File: config.mk
export PLATFORM = sky130hd
export DESIGN_NAME = mem_access_sequencer
export DESIGN_NICKNAME = d
export VERILOG_FILES = /design/src/rtl/mem_access_sequencer.sv
export SDC_FILE = /design/constraint.sdc
export NUM_CORES = 1
export LEC_CHECK = 0
export ABC_AREA = 1
export CORE_MARGIN = 2
export CORE_UTILIZATION = 53
export CTS_CLUSTER_SIZE = 25
export DETAILED_ROUTE_END_ITERATION = 7
export DONT_BUFFER_PORTS = 1
export GPL_TIMING_DRIVEN = 1
export PLACE_DENSITY_LB_ADDON = 0.1
export SETUP_SLACK_MARGIN = 0.3
export SLEW_MARGIN = 15
export SYNTH_ARGS = -nofsm -noshare
export SYNTH_HDL_FRONTEND = slang
export SYNTH_SLANG_ARGS = --single-unit
export TNS_END_PERCENT = 50
File: constraint.sdc
create_clock -name clock -period 1.4 [get_ports clock]
set_input_delay 0.07 -clock clock [delete_from_list [all_inputs] [get_ports clock]]
set_output_delay 0.07 -clock clock [all_outputs]
set_load 0.01 [all_outputs]
File: src/rtl/mem_access_sequencer.sv
// Stalls the core around a single data-memory access: turns the controller's level
// load/store strobes into one req/ack transaction and returns load data with a valid pulse.
module mem_access_sequencer #(
    parameter int DATA_W  = 8,
    parameter int ADDR_W  = 8,
    parameter int TIMEOUT = 15
) (
    input  logic              clock,
    input  logic              reset,
    input  logic              memRead,
    input  logic              STM,
    input  logic [ADDR_W-1:0] addrIn,
    input  logic [DATA_W-1:0] wDataIn,
    output logic              memReq,
    output logic              memWe,
    output logic [ADDR_W-1:0] memAddr,
    output logic [DATA_W-1:0] memWData,
    input  logic [DATA_W-1:0] memRData,
    input  logic              memAck,
    output logic              stall,
    output logic [DATA_W-1:0] loadData,
    output logic              loadValid,
    output logic              timeoutErr,
    output logic              collisionErr
);

    localparam int CNT_W = (TIMEOUT > 1) ? $clog2(TIMEOUT) : 1;

    typedef enum logic [1:0] {
        IDLE   = 2'd0,
        ACCESS = 2'd1,
        DONE   = 2'd2
    } state_t;

    state_t             state;
    state_t             nextState;
    logic   [CNT_W-1:0] counter;
    logic               request;
    logic               lastCycle;

    assign request   = memRead | STM;
    assign lastCycle = (counter == CNT_W'(TIMEOUT - 1));

    always_ff @(posedge clock) begin
        if (reset) begin
            state <= IDLE;
        end else begin
            state <= nextState;
        end
    end

    always_comb begin
        nextState = state;
        case (state)
            IDLE:    if (request) nextState = ACCESS;
            ACCESS:  if (memAck || lastCycle) nextState = DONE;
            DONE:    nextState = IDLE;
            default: nextState = IDLE;
        endcase
    end

    // Stall is combinational in IDLE so the PC cannot step past the memory instruction.
    always_comb begin
        memReq = 1'b0;
        stall  = 1'b0;
        case (state)
            IDLE:    stall = request;
            ACCESS: begin
                memReq = 1'b1;
                stall  = 1'b1;
            end
            default: begin
                memReq = 1'b0;
                stall  = 1'b0;
            end
        endcase
    end

    always_ff @(posedge clock) begin
        if (reset) begin
            memWe        <= 1'b0;
            memAddr      <= '0;
            memWData     <= '0;
            loadData     <= '0;
            loadValid    <= 1'b0;
            timeoutErr   <= 1'b0;
            collisionErr <= 1'b0;
            counter      <= '0;
        end else begin
            loadValid    <= 1'b0;
            timeoutErr   <= 1'b0;
            collisionErr <= 1'b0;
            case (state)
                IDLE: begin
                    if (request) begin
                        memAddr      <= addrIn;
                        memWData     <= wDataIn;
                        memWe        <= STM & ~memRead;
                        counter      <= '0;
                        collisionErr <= memRead & STM;
                    end
                end
                ACCESS: begin
                    // An ack on the final allowed cycle wins over the timeout.
                    if (memAck) begin
                        if (!memWe) begin
                            loadData <= memRData;
                        end
                        loadValid <= ~memWe;
                    end else if (lastCycle) begin
                        timeoutErr <= 1'b1;
                        loadData   <= '0;
                        loadValid  <= ~memWe;
                    end else begin
                        counter <= counter + CNT_W'(1);
                    end
                end
                default: begin
                end
            endcase
        end
    end

endmodule
==> impl_metrics.env <==
export IMPL_use_met1_pct=25.1
export IMPL_syn_num_nets=208
export IMPL_ir_drop_v=0.000936
export IMPL_use_met2_pct=41.9
export IMPL_crit_required_ps=1660
export IMPL_hold_violations=0
export IMPL_h_tree_depth=2
export IMPL_yosys_cell_types_count=23
export IMPL_setup_tns_final_ps=0
export IMPL_cp_slowest_stage_delay_ps=460
export IMPL_timing_final_crit_share_pct=81.4
export IMPL_core_region_area_mm2=0.00245
export IMPL_drive_gt1_share_pct=22.8
export IMPL_antenna_found_initial=0
export IMPL_port_buffers=0
export IMPL_crit_chain="inv_1 > nor2_1 > nand2_1 > nand2_1 > nand2_1 > nand2_1 > inv_1"
export IMPL_setup_violations=0
export IMPL_route_detailed_drc=0
export IMPL_io_pins=59
export IMPL_clk_latency_ps=340
export IMPL_yosysSeqAreaShare_pct=49.8
export IMPL_vias=1330
export IMPL_p_leak_nw=0.803
export IMPL_power_per_cell_area_mw_per_mm2=1110
export IMPL_ys_top_cells_by_area="dfxtp_1, nor2_1, nand2_1, o21ai_0, nand3_1"
export IMPL_diodes=0
export IMPL_cp_end_kind="register"
export IMPL_cp_buffers_inverters=2
export IMPL_cap_violations=0
export IMPL_ys_ff_latch=34
export IMPL_path_clk_slew_ps=110
export IMPL_cts_buffers=5
export IMPL_final_cells=245
export IMPL_synth_top_area_share_pct=49.8
export IMPL_met3_usage_pct=7.92
export IMPL_cts_root_buffer="clkbuf_4"
export IMPL_avgViaCountPerCell=5.43
export IMPL_worst_path_most_repeated_cell="nand2_1"
export IMPL_cp_slowest_cell="dfxtp_1"
export IMPL_total_power_mw=2.12
export IMPL_syn_cell_area_mm2=0.00137
export IMPL_dp_hpwl_um=1970
export IMPL_fin_util_pct=77.6
export IMPL_cts_buffer_depth=2
export IMPL_gp_congestion=0.713
export IMPL_wl_per_cell_um=14.2
export IMPL_critPathMaxFanout=4
export IMPL_synth_largest_area_cell="dfxtp_1"
export IMPL_grt_max_degree=19
export IMPL_grt_pass1_wl_um=5060
export IMPL_maxSlewViolCount=0
export IMPL_antenna_left=0
export IMPL_die_height_um=54.8
export IMPL_initial_core_util_pct=55.7
export IMPL_die_x_um=54.8
export IMPL_routed_wl_um=3480
export IMPL_hp_class="in -> reg"
export IMPL_areaGrowthSynthToFinish_pct=39.3
export IMPL_syn_inst=177
export IMPL_rsz0062_at_grt="yes"
export IMPL_skew_ps=16.0
export IMPL_grt_pass1_vias=1243
export IMPL_nets=245
export IMPL_busiest_layer="met2"
export IMPL_place_inst=201
export IMPL_relSlewSlack_pct=63.7
export IMPL_first_pass_iters=4
export IMPL_cp_arrival_ps=1400
export IMPL_reg2reg_setup_slack_ps=260
export IMPL_clock_sinks=34
export IMPL_crit_type="reg -> reg"
export IMPL_rows=18
export IMPL_status="complete, no violations"
export IMPL_grtUsageTotal_pct=24.3
export IMPL_die_area_mm2=0.00300
export IMPL_period_needed_ps=1140
export IMPL_finalHoldWorstSlack_ps=28.8
export IMPL_start_kind="register"
export IMPL_tightest_slew_ps=543
export IMPL_first_iter_violations=28
export IMPL_cts_tree="done"
export IMPL_yosys_warnings=0
export IMPL_overflow=0
export IMPL_fmax_mhz=878
export IMPL_syn_area_per_cell_um2=7.73
export IMPL_path_delay_family="flip-flops"
==> layer usage <==
| metal | vias up | wire length, um |
|---|---|---|
| met4 | 0 | 88 |
| met3 | 14 | 280 |
| met2 | 60 | 1770 |
| li1 | 648 | - |
| met1 | 608 | 1350 |
| met5 | - | 0 |
==> worst reg2reg max path: cells and delay by family (launching register included) <==
| family | cells | cell delay [ps] |
|---|---|---|
| buffers and inverters | 2 | 130 |
| DFF | 1 | 460 |
| and+or+nand+nor | 5 | 460 |
==> state kept, by name (all words and copies together) (netlist names) <==
register,count
loadData,8
memAddr,8
loadValid,1
timeoutErr,1
counter,4
memWData,8
state,2
collisionErr,1
memWe,1
==> where the power goes <==
part	internal [mW]	total, mW	switching, mW
logic	0.187	0.418	0.231
clock network	0.241	0.573	0.332
registers	1.04	1.13	0.0868
==> Yosys cell counts <==
master and number:
nand3_1 13, clkbuf_1 1, nor2_1 37, inv_4 1, buf_6 3, buf_1 1, ha_1 2, buf_4 1
nor3_1 2, nor4_1 1, nand2_4 1, nand3_2 2, o21ai_1 1, inv_1 16, nand2_1 28, a21oi_1 10
dfxtp_1 34, nand2_2 2, nor2_4 2, o21ai_0 16, nand4_1 1, a211oi_1 1, nor2_2 1
==> layout by cell type (no fill, tap or decap), types with 6 or more instances in the layout <==
cell / n
nand2_4: 6
nand2_1: 22
dlygate4sd3_1: 28
dfxtp_1: 29
a21oi_1: 10
o21ai_0: 10
nand3_1: 12
inv_1: 12
nor2_1: 34
==> layout make-up <==
type / instances / area, um2
clock buffer: 6 / 51.3
clock inverter: 2 / 12.5
fill: 172 / 549
inverter: 17 / 76.3
multi-input combinational: 122 / 698
sequential: 34 / 692
tap: 30 / 37.5
timing repair buffer: 34 / 338
==> final timing paths <==
check | startpoint | endpoint | cells past startpoint
max | counter[2] | counter[3] | 7
min | memAck | state[0] | 3
max reg2reg | counter[2] | counter[3] | 7
min reg2reg | loadData[0] | loadData[0] | 2
==> metrics by stage <==
step                      setup slack [ps]  instance area [um2]
after floorplan                        324                 1380
after global placement                 215                 1370
after detailed placement               167                 1370
after CTS                              255                 1820
after global routing                   192                 1910
final                                  261                 1910
==> what timing repair did <==
action	CTS	global route
hold buffers	28	0
gates cloned	1	1
setup endpoints to repair	30	33
gates resized for setup	13	30
pin swaps	4	3
endpoints found under the hold margin	31	0
setup buffers	5	1
==> cell families after synthesis <==
logic type / after synthesis / share of synthesized area, %
flops: 34 / 49.8
simple gates: 90 / 29.6
fa+ha+maj: 2 / 1.83
compound gates: 28 / 10.4
buf+inv: 23 / 8.42
Power figures use the tool's default switching activity.
